--- config.mk ---
export PLATFORM = sky130hd
export DESIGN_NAME = imem_loader
export DESIGN_NICKNAME = d
export VERILOG_FILES = /design/src/rtl/imem_loader.sv
export SDC_FILE = /design/constraint.sdc
export NUM_CORES = 1
export LEC_CHECK = 0
export ABC_CLOCK_PERIOD_IN_PS = 5100
export CAP_MARGIN = 15
export CORE_UTILIZATION = 27
export CTS_BUF_LIST = sky130_fd_sc_hd__clkbuf_4 sky130_fd_sc_hd__clkbuf_8
export DETAILED_ROUTE_END_ITERATION = 8
export PLACE_DENSITY_LB_ADDON = 0.2
export REMOVE_ABC_BUFFERS = 1
export SLEW_MARGIN = 10
export SYNTH_ARGS = -nofsm -noshare
export SYNTH_HDL_FRONTEND = slang
export SYNTH_SLANG_ARGS = --single-unit
export TNS_END_PERCENT = 10
--- constraint.sdc ---
create_clock -name clk -period 5.1 [get_ports clk]
set_input_delay 0.765 -clock clk [delete_from_list [all_inputs] [get_ports clk]]
set_output_delay 0.765 -clock clk [all_outputs]
set_load 0.005 [all_outputs]
--- src/rtl/imem_loader.sv ---
`default_nettype none
// +----------------------------------------------------------------------+
// | imem_loader : boot-time byte-stream loader for the instruction memory |
// | Optional trailing XOR checksum: define IMEM_LOADER_CHECKSUM_EN        |
// | Rev 1.0                                                              |
// +----------------------------------------------------------------------+
module imem_loader #(
  parameter int INST_MEM_DEPTH = 256,
  parameter int width          = 8
) (
  input  logic               clk,
  input  logic               rst,
  input  logic               start,
  input  logic               in_valid,
  input  logic [width-1:0]   in_data,
  output logic               in_ready,
  output logic               mem_we,
  output logic [31:0]        mem_addr,
  output logic [4*width-1:0] mem_wd,
  output logic               cpu_rst,
  output logic               busy,
  output logic               done,
  output logic               error,
  output logic [15:0]        words_loaded
);

  localparam logic [15:0] c_max_words = 16'(INST_MEM_DEPTH / 4);

  localparam logic [2:0] c_st_idle = 3'd0;
  localparam logic [2:0] c_st_len  = 3'd1;
  localparam logic [2:0] c_st_load = 3'd2;
`ifdef IMEM_LOADER_CHECKSUM_EN
  localparam logic [2:0] c_st_chk  = 3'd3;
`endif
  localparam logic [2:0] c_st_done = 3'd4;
  localparam logic [2:0] c_st_err  = 3'd5;

  logic [2:0]         state_q, state_d;
  logic [1:0]         byte_cnt_q, byte_cnt_d;
  logic [3*width-1:0] word_q, word_d;
  logic [15:0]        n_q, n_d;
  logic [15:0]        words_q, words_d;
  logic               mem_we_q, mem_we_d;
  logic [31:0]        mem_addr_q, mem_addr_d;
  logic [4*width-1:0] mem_wd_q, mem_wd_d;
`ifdef IMEM_LOADER_CHECKSUM_EN
  logic [width-1:0]   csum_q, csum_d;
`else
  // Set for the single cycle in which the final write issues; stalls the stream.
  logic               drain_q, drain_d;
`endif

  logic        w_accept;
  logic [15:0] w_len;
  logic        w_last;

`ifdef IMEM_LOADER_CHECKSUM_EN
  assign busy     = (state_q == c_st_len) || (state_q == c_st_load) || (state_q == c_st_chk);
  assign in_ready = busy;
`else
  assign busy     = (state_q == c_st_len) || (state_q == c_st_load);
  assign in_ready = busy && !drain_q;
`endif

  assign w_accept = in_valid && in_ready;
  assign w_len    = {n_q[15:8], in_data[7:0]};
  // Earlier word writes have always retired before the 4th byte of the next word.
  assign w_last   = ((words_q + 16'd1) == n_q);

  always_comb begin
    state_d    = state_q;
    byte_cnt_d = byte_cnt_q;
    word_d     = word_q;
    n_d        = n_q;
    words_d    = mem_we_q ? (words_q + 16'd1) : words_q;
    mem_we_d   = 1'b0;
    mem_addr_d = mem_addr_q;
    mem_wd_d   = mem_wd_q;
`ifdef IMEM_LOADER_CHECKSUM_EN
    csum_d     = csum_q;
`else
    drain_d    = 1'b0;
`endif

    case (state_q)
      c_st_idle, c_st_done, c_st_err: begin
        if (start) begin
          state_d    = c_st_len;
          byte_cnt_d = 2'd0;
          word_d     = '0;
          n_d        = 16'd0;
          words_d    = 16'd0;
`ifdef IMEM_LOADER_CHECKSUM_EN
          csum_d     = '0;
`endif
        end
      end

      c_st_len: begin
        if (w_accept) begin
          if (byte_cnt_q == 2'd0) begin
            n_d        = {in_data[7:0], 8'h00};
            byte_cnt_d = 2'd1;
          end else begin
            n_d        = w_len;
            byte_cnt_d = 2'd0;
            if (w_len == 16'd0) begin
`ifdef IMEM_LOADER_CHECKSUM_EN
              state_d = c_st_chk;
`else
              state_d = c_st_done;
`endif
            end else if (w_len > c_max_words) begin
              state_d = c_st_err;
            end else begin
              state_d = c_st_load;
            end
          end
        end
      end

      c_st_load: begin
        if (w_accept) begin
          word_d     = {word_q[2*width-1:0], in_data};
          byte_cnt_d = byte_cnt_q + 2'd1;
`ifdef IMEM_LOADER_CHECKSUM_EN
          csum_d     = csum_q ^ in_data;
`endif
          if (byte_cnt_q == 2'd3) begin
            mem_we_d   = 1'b1;
            mem_addr_d = {14'd0, words_q, 2'b00};
            mem_wd_d   = {word_q, in_data};
            if (w_last) begin
`ifdef IMEM_LOADER_CHECKSUM_EN
              state_d = c_st_chk;
`else
              drain_d = 1'b1;
`endif
            end
          end
        end
`ifndef IMEM_LOADER_CHECKSUM_EN
        if (drain_q) begin
          state_d = c_st_done;
        end
`endif
      end

`ifdef IMEM_LOADER_CHECKSUM_EN
      c_st_chk: begin
        if (w_accept) begin
          state_d = (in_data == csum_q) ? c_st_done : c_st_err;
        end
      end
`endif

      default: begin
        state_d = c_st_idle;
      end
    endcase
  end

  always_ff @(posedge clk) begin
    if (!rst) begin
      state_q    <= c_st_idle;
      byte_cnt_q <= 2'd0;
      word_q     <= '0;
      n_q        <= 16'd0;
      words_q    <= 16'd0;
      mem_we_q   <= 1'b0;
      mem_addr_q <= 32'd0;
      mem_wd_q   <= '0;
`ifdef IMEM_LOADER_CHECKSUM_EN
      csum_q     <= '0;
`else
      drain_q    <= 1'b0;
`endif
    end else begin
      state_q    <= state_d;
      byte_cnt_q <= byte_cnt_d;
      word_q     <= word_d;
      n_q        <= n_d;
      words_q    <= words_d;
      mem_we_q   <= mem_we_d;
      mem_addr_q <= mem_addr_d;
      mem_wd_q   <= mem_wd_d;
`ifdef IMEM_LOADER_CHECKSUM_EN
      csum_q     <= csum_d;
`else
      drain_q    <= drain_d;
`endif
    end
  end

  assign mem_we       = mem_we_q;
  assign mem_addr     = mem_addr_q;
  assign mem_wd       = mem_wd_q;
  assign done         = (state_q == c_st_done);
  assign error        = (state_q == c_st_err);
  assign cpu_rst      = done;
  assign words_loaded = words_q;

endmodule
`default_nettype wire

==> results of run 1 <==
[cells in the mapped netlist (all sizes together) (2+ instances only)]
library cell,number,area share (%)
nand2,142,10
dfxtp,111,43
a21boi,80,12
nand3,42,4.2
buf,34,4.1
nor2,27,2.0
clkbuf,25,2.2
xor2,18,3.1
nor2b,16,1.9
and3,11,1.3
nor3,10,0.97
xnor2,10,1.7
inv,9,0.65
o21ai,9,0.87
a21oi,8,0.77
a22oi,8,1.2
nand4,8,0.97
and4,4,0.68
and2,3,0.36
ha,3,0.73
mux2,3,0.65
mux2i,3,0.58
a211o,2,0.34
a211oi,2,0.48
a31oi,2,0.24
nand2b,2,0.39
nor4,2,0.24
o2111ai,2,0.34
o21a,2,0.29
or3,2,0.24
[sequential cells by signal, summed over array words and instances (netlist names)]
| signal | count |
|---|---|
| n_q | 16 |
| mem_we | 1 |
| mem_addr | 16 |
| drain_q | 1 |
| byte_cnt_q | 2 |
| words_loaded | 16 |
| word_q | 24 |
| mem_wd | 32 |
| state_q | 3 |
[worst max-delay path: stages (launching register included)]
cell	delay [ns]
dfxtp_1	0.44
or2b_2	0.35
a21o_1	0.19
nor2_1	0.10
clkdlybuf4s50_1	0.52
[report_power, final]
part	internal [mW]	switching [mW]	leakage [nW]
Sequential	0.874	0.0112	0.894
Clock	0.194	0.338	0.101
Combinational	0.0632	0.0959	1.10
Total	1.13	0.445	2.10
[cell families (layout without fill, tap and decap cells)]
group           count (synthesis)  count (layout)  synth area share [%]
other cells                     1              16                0.0726
compound gates                128             128                  18.3
mux                             6               6                  1.23
buf+inv                        69             110                  7.12
xor+xnor                       28              28                  4.74
flops                         111             111                  43.0
simple gates                  276             276                  24.8
fa+ha+maj                       3               3                 0.726
[metal layers]
metal / GRT usage, % / wire length, um / vias up
li1: - / - / 2177
met1: 17.7 / 6210 / 2014
met2: 21.8 / 6070 / 94
met3: 2.60 / 473 / 13
met4: 4.97 / 201 / 0
met5: 0 / 0 / -
[stage by stage]
stage               area (um2)  hold WS [ns]  power (mW)
floorplan                 4890         0.431       0.997
global placement          6030         0.441        1.06
detailed placement        6030         0.444        1.06
CTS                       6220         0.461        1.60
global route              6220         0.475        1.66
finish                    6220         0.457        1.58
[worst max-delay path by stage]
| stage | start | to | slack (ns) | cells after the start |
|---|---|---|---|---|
| 2_1_floorplan | state_q[1] | mem_wd[0] | 2.55 | 5 |
| 3_3_place_gp | in_valid | mem_wd[22] | 2.21 | 5 |
| 3_5_place_dp | in_valid | mem_wd[6] | 2.10 | 5 |
| 4_1_cts | state_q[1] | in_ready | 2.32 | 4 |
| 5_1_grt | state_q[1] | in_ready | 2.24 | 4 |
| 6_report | state_q[1] | in_ready | 2.35 | 4 |
[final cells by class]
class | instances | area [um2] | area share (%)
Clock buffer | 9 | 124 | 1.99
Tap cell | 234 | 293 | 4.70
Timing Repair Buffer | 85 | 836 | 13.4
Sequential cell | 111 | 2220 | 35.7
Inverter | 9 | 33.8 | 0.543
Multi-Input combinational cell | 457 | 2640 | 42.4
Clock inverter | 7 | 73.8 | 1.19
==> impl_metrics.yaml, run 1 <==
outcome:
  status: "complete, no violations"
die:
  die_area_um2: 19700
  core_um2: 18700
  rows: 50
  die_x_um: 140
  die_h_um: 140
  initial_core_util_pct: 27.6
  io_pins: 98
global_route:
  grt_pass1_wl_um: 20800
  grt_pass1_vias: 3966
  grt-ovfl-total: 0
  grt_max_degree: 94
  antenna_found_initial: 0
  grtUsageTotal_pct: 13.5
worst_setup_path:
  r2r_start: "words_loaded[0]"
  critPathRequiredTime_ns: 4.34
  cp.arrival_ns: 1.98
  reg2reg_slack_ns: 2.65
  endpoint_kind: "output pin"
  cp_max_fo: 10
  worst-setup-path-type: "flop to output pin"
  worstSetupStartpointType: "flop"
  reg2reg_to: "drain_q"
  ff2ff_path_depth: 6
yosys:
  synthFlopType: "dfxtp_1"
  synth_edf_count: 0
  synth_cells: 622
  synthArstFlopShare_pct: 0
  synth-seq-cells: 111
  ys_types: 61
  synth_area_um2: 5170
  ys_warn_count: 0
  avgSynthCellArea_um2: 8.31
  yosysSeqAreaShare_pct: 43.0
clock_tree:
  cts_tree: "yes"
  post_cts_buffers: 0
  cts_resized: 0
  cts_hold_buf: 0
  root_buffer: "clkbuf_8"
  clk_pin_slew_worst_paths_ns: 0.11
  cts.sinks: 111
  clk_latency_ns: 0.39
  htree_levels: 3
  clockBufferDepth: 2
  cts_buffers: 9
placed_design:
  dp_hpwl_um: 8800
  post-place-ws_ns: 2.10
  place_congestion: 0.819
  io_buffers: 81
  post-place-cells: 896
layout:
  layout.cells.non_filler: 912
  antenna_cells: 0
  nets: 688
  final_common_cell: "nand2_1"
  fillers: 1967
  drive_above_1_share_pct: 5.01
  most-common-layout-cells: "nand2_1, dfxtp_1, clkdlybuf4s50_1"
  utilization_pct: 33.3
  areaGrowthSynthToFinish_pct: 20.4
routing:
  ant_nets: 0
  firstDrtPassIters: 7
  via_count: 4298
  wl_per_cell_um: 14.2
  wirelength_um: 13000
  vias_per_cell: 4.71
  drc_errors: 0
  drt_iter0_drc: 209
timing:
  setup_slack_ns: 2.35
  period_needed_ns: 2.75
  setup_viol: 0
  fin_crit_sh_pct: 53.8
  skew_ns: 0.0116
  fin_tns_setup_ns: 0
  worstMarginPinSlew_ns: 0.973
  hold_viol: 0
  maxSlewViolCount: 0
  rsz0062_at_grt: "false"
  fmax_mhz: 364
  max_slew_margin_pct: 35.1
pwr:
  p_leak_nw: 2.10
  powerDensity_nw_per_um2: 253
  ir_drop_v: 0.000120
worst_hold_path:
  hold_start: "word_q[22]"
  hold-path-endpoint: "word_q[22]"
  min_path_type: "flop to flop"
  hold_depth: 2
run:
  cap_violations: 0
No activity file was read; power rests on OpenSTA's default activity.
==> inputs of run 2 (changes only) <==
ABC_CLOCK_PERIOD_IN_PS = 2300   (was 5100)
clock period = 2.3 ns   (was 5.1 ns; I/O delays follow)
==> impl_metrics.yaml, run 2 (synthesized netlist as in run 1, its figures left out) <==
placed_design:
  dp_hpwl_um: 9460
  dpl_cell_area_um2: 6320
  place_congestion: 0.814
  io_buffers: 81
clock_tree:
  cts_tree: "yes"
  cts.sinks: 111
  post_cts_buffers: 0
  clockBufferDepth: 2
  cts_hold_buf: 0
  clk_pin_slew_worst_paths_ns: 0.11
  root_buffer: "clkbuf_8"
  htree_levels: 3
  clk_latency_ns: 0.39
  cts_buffers: 9
pwr:
  powerDensity_nw_per_um2: 535
  p_leak_nw: 2.30
  seqPwrFrac_pct: 56.3
  p_switching_uw: 960
  pwr-share-clk_pct: 32.8
  total_power_mw: 3.48
  sw_frac_of_total_pct: 27.6
  internal-power_mw: 2.52
  pwr-share-comb_pct: 10.9
  ir_drop_v: 0.000238
worst_setup_path:
  endpoint_kind: "output pin"
  worstSetupStartpointType: "flop"
  crit_chain: "or2b_2 > a21o_1 > inv_1 > clkdlybuf4s50_1"
  crit_buf_inv: 2
  reg2reg_slack_ns: 0.26
  worst-setup-path-type: "flop to output pin"
  cp_max_fo: 10
  cp.arrival_ns: 1.87
  critPathSlowestCell: "clkdlybuf4s50_1"
  max_stage_delay_ns: 0.49
  critPathRequiredTime_ns: 1.96
  critical-path-top-delay-family: "buffers and inverters"
layout:
  drive_above_1_share_pct: 9.83
  stdcell_area_um2: 6510
  largest_reg_flops: 32
  final_common_cell: "nand2_1"
  nets: 722
  fillers: 1927
  areaGrowthSynthToFinish_pct: 26.0
  most-common-layout-cells: "nand2_1, dfxtp_1, clkdlybuf4s50_1"
  antenna_cells: 0
  utilization_pct: 34.8
routing:
  wl_per_cell_um: 14.2
  via_count: 4458
  vias_per_cell: 4.71
  ant_nets: 0
  wirelength_um: 13500
  drt_iter0_drc: 299
  firstDrtPassIters: 4
  drc_errors: 0
global_route:
  grt-ovfl-total: 0
  grtUsageTotal_pct: 14.2
  grt_pass1_vias: 4300
  grt_max_degree: 95
  grt_pass1_wl_um: 22200
  antenna_found_initial: 0
timing:
  fin_tns_setup_ns: 0
  fmax_mhz: 452
  hold_ws_ns: 0.434
  hold_viol: 0
  maxSlewViolCount: 0
  period_needed_ns: 2.21
  worstMarginPinSlew_ns: 0.804
  setup_viol: 0
  max_slew_margin_pct: 46.4
  rsz0062_at_grt: "false"
  skew_ns: 0.0147
  fin_crit_sh_pct: 96.2
outcome:
  status: "complete, no violations"
die:
  die_h_um: 140
  die_x_um: 140
  initial_core_util_pct: 27.6
  io_pins: 98
  rows: 50
  core_um2: 18700
  die_area_um2: 19700
run:
  cap_violations: 0
worst_hold_path:
  min_path_type: "primary input to flop"
==> run 2: layer usage <==
layer  global-route usage (%)  vias up  share of wire, %
met5                        0        -                 0
met4                     5.21        0               1.6
met3                     2.74       10               3.9
met2                     23.2       79                47
met1                     18.5     2128                47
li1                         -     2241                 -
==> run 2: what timing repair did <==
action	in CTS	in global routing
pin swaps	0	0
gates resized for setup	3	2
endpoints found under the setup margin	2	1
==> run 2: layout make-up <==
cell class	instances	area (um2)	share of cell area (%)
inverter	9	33.8	0.519
multi-input combinational	457	2640	40.6
sequential	111	2230	34.2
clock buffer	10	131	2.02
timing repair buffer	119	1130	17.4
clock inverter	6	51.3	0.788
tap	234	293	4.50
==> run 2: worst min-delay path, cell delays in order <==
cell and delay, ns:
buf_2 0.15, nand4b_1 0.10, nor3_1 0.04, buf_4 0.13
==> run 2: through the flow <==
stage               cells  worst slack, ns
floorplan             577           -0.248
global placement      930          -0.0148
detailed placement    930          -0.0443
CTS                   946          0.00288
global route          946          0.00753
finish                946           0.0879
==> run 2: final timing paths <==
check | start | endpoint | cells past startpoint
max | state_q[1] | busy | 4
min | rst | mem_we | 4
max reg2reg | words_loaded[0] | drain_q | 6
min reg2reg | word_q[21] | word_q[21] | 2
==> run 2: power groups by stage <==
stage	logic (mW)	registers, mW	clock network, mW
2_1_floorplan	0.212	2.00	0
3_3_place_gp	0.379	2.01	0
3_5_place_dp	0.384	2.01	0
4_1_cts	0.387	1.96	1.20
5_1_grt	0.420	1.97	1.28
6_report	0.381	1.96	1.14
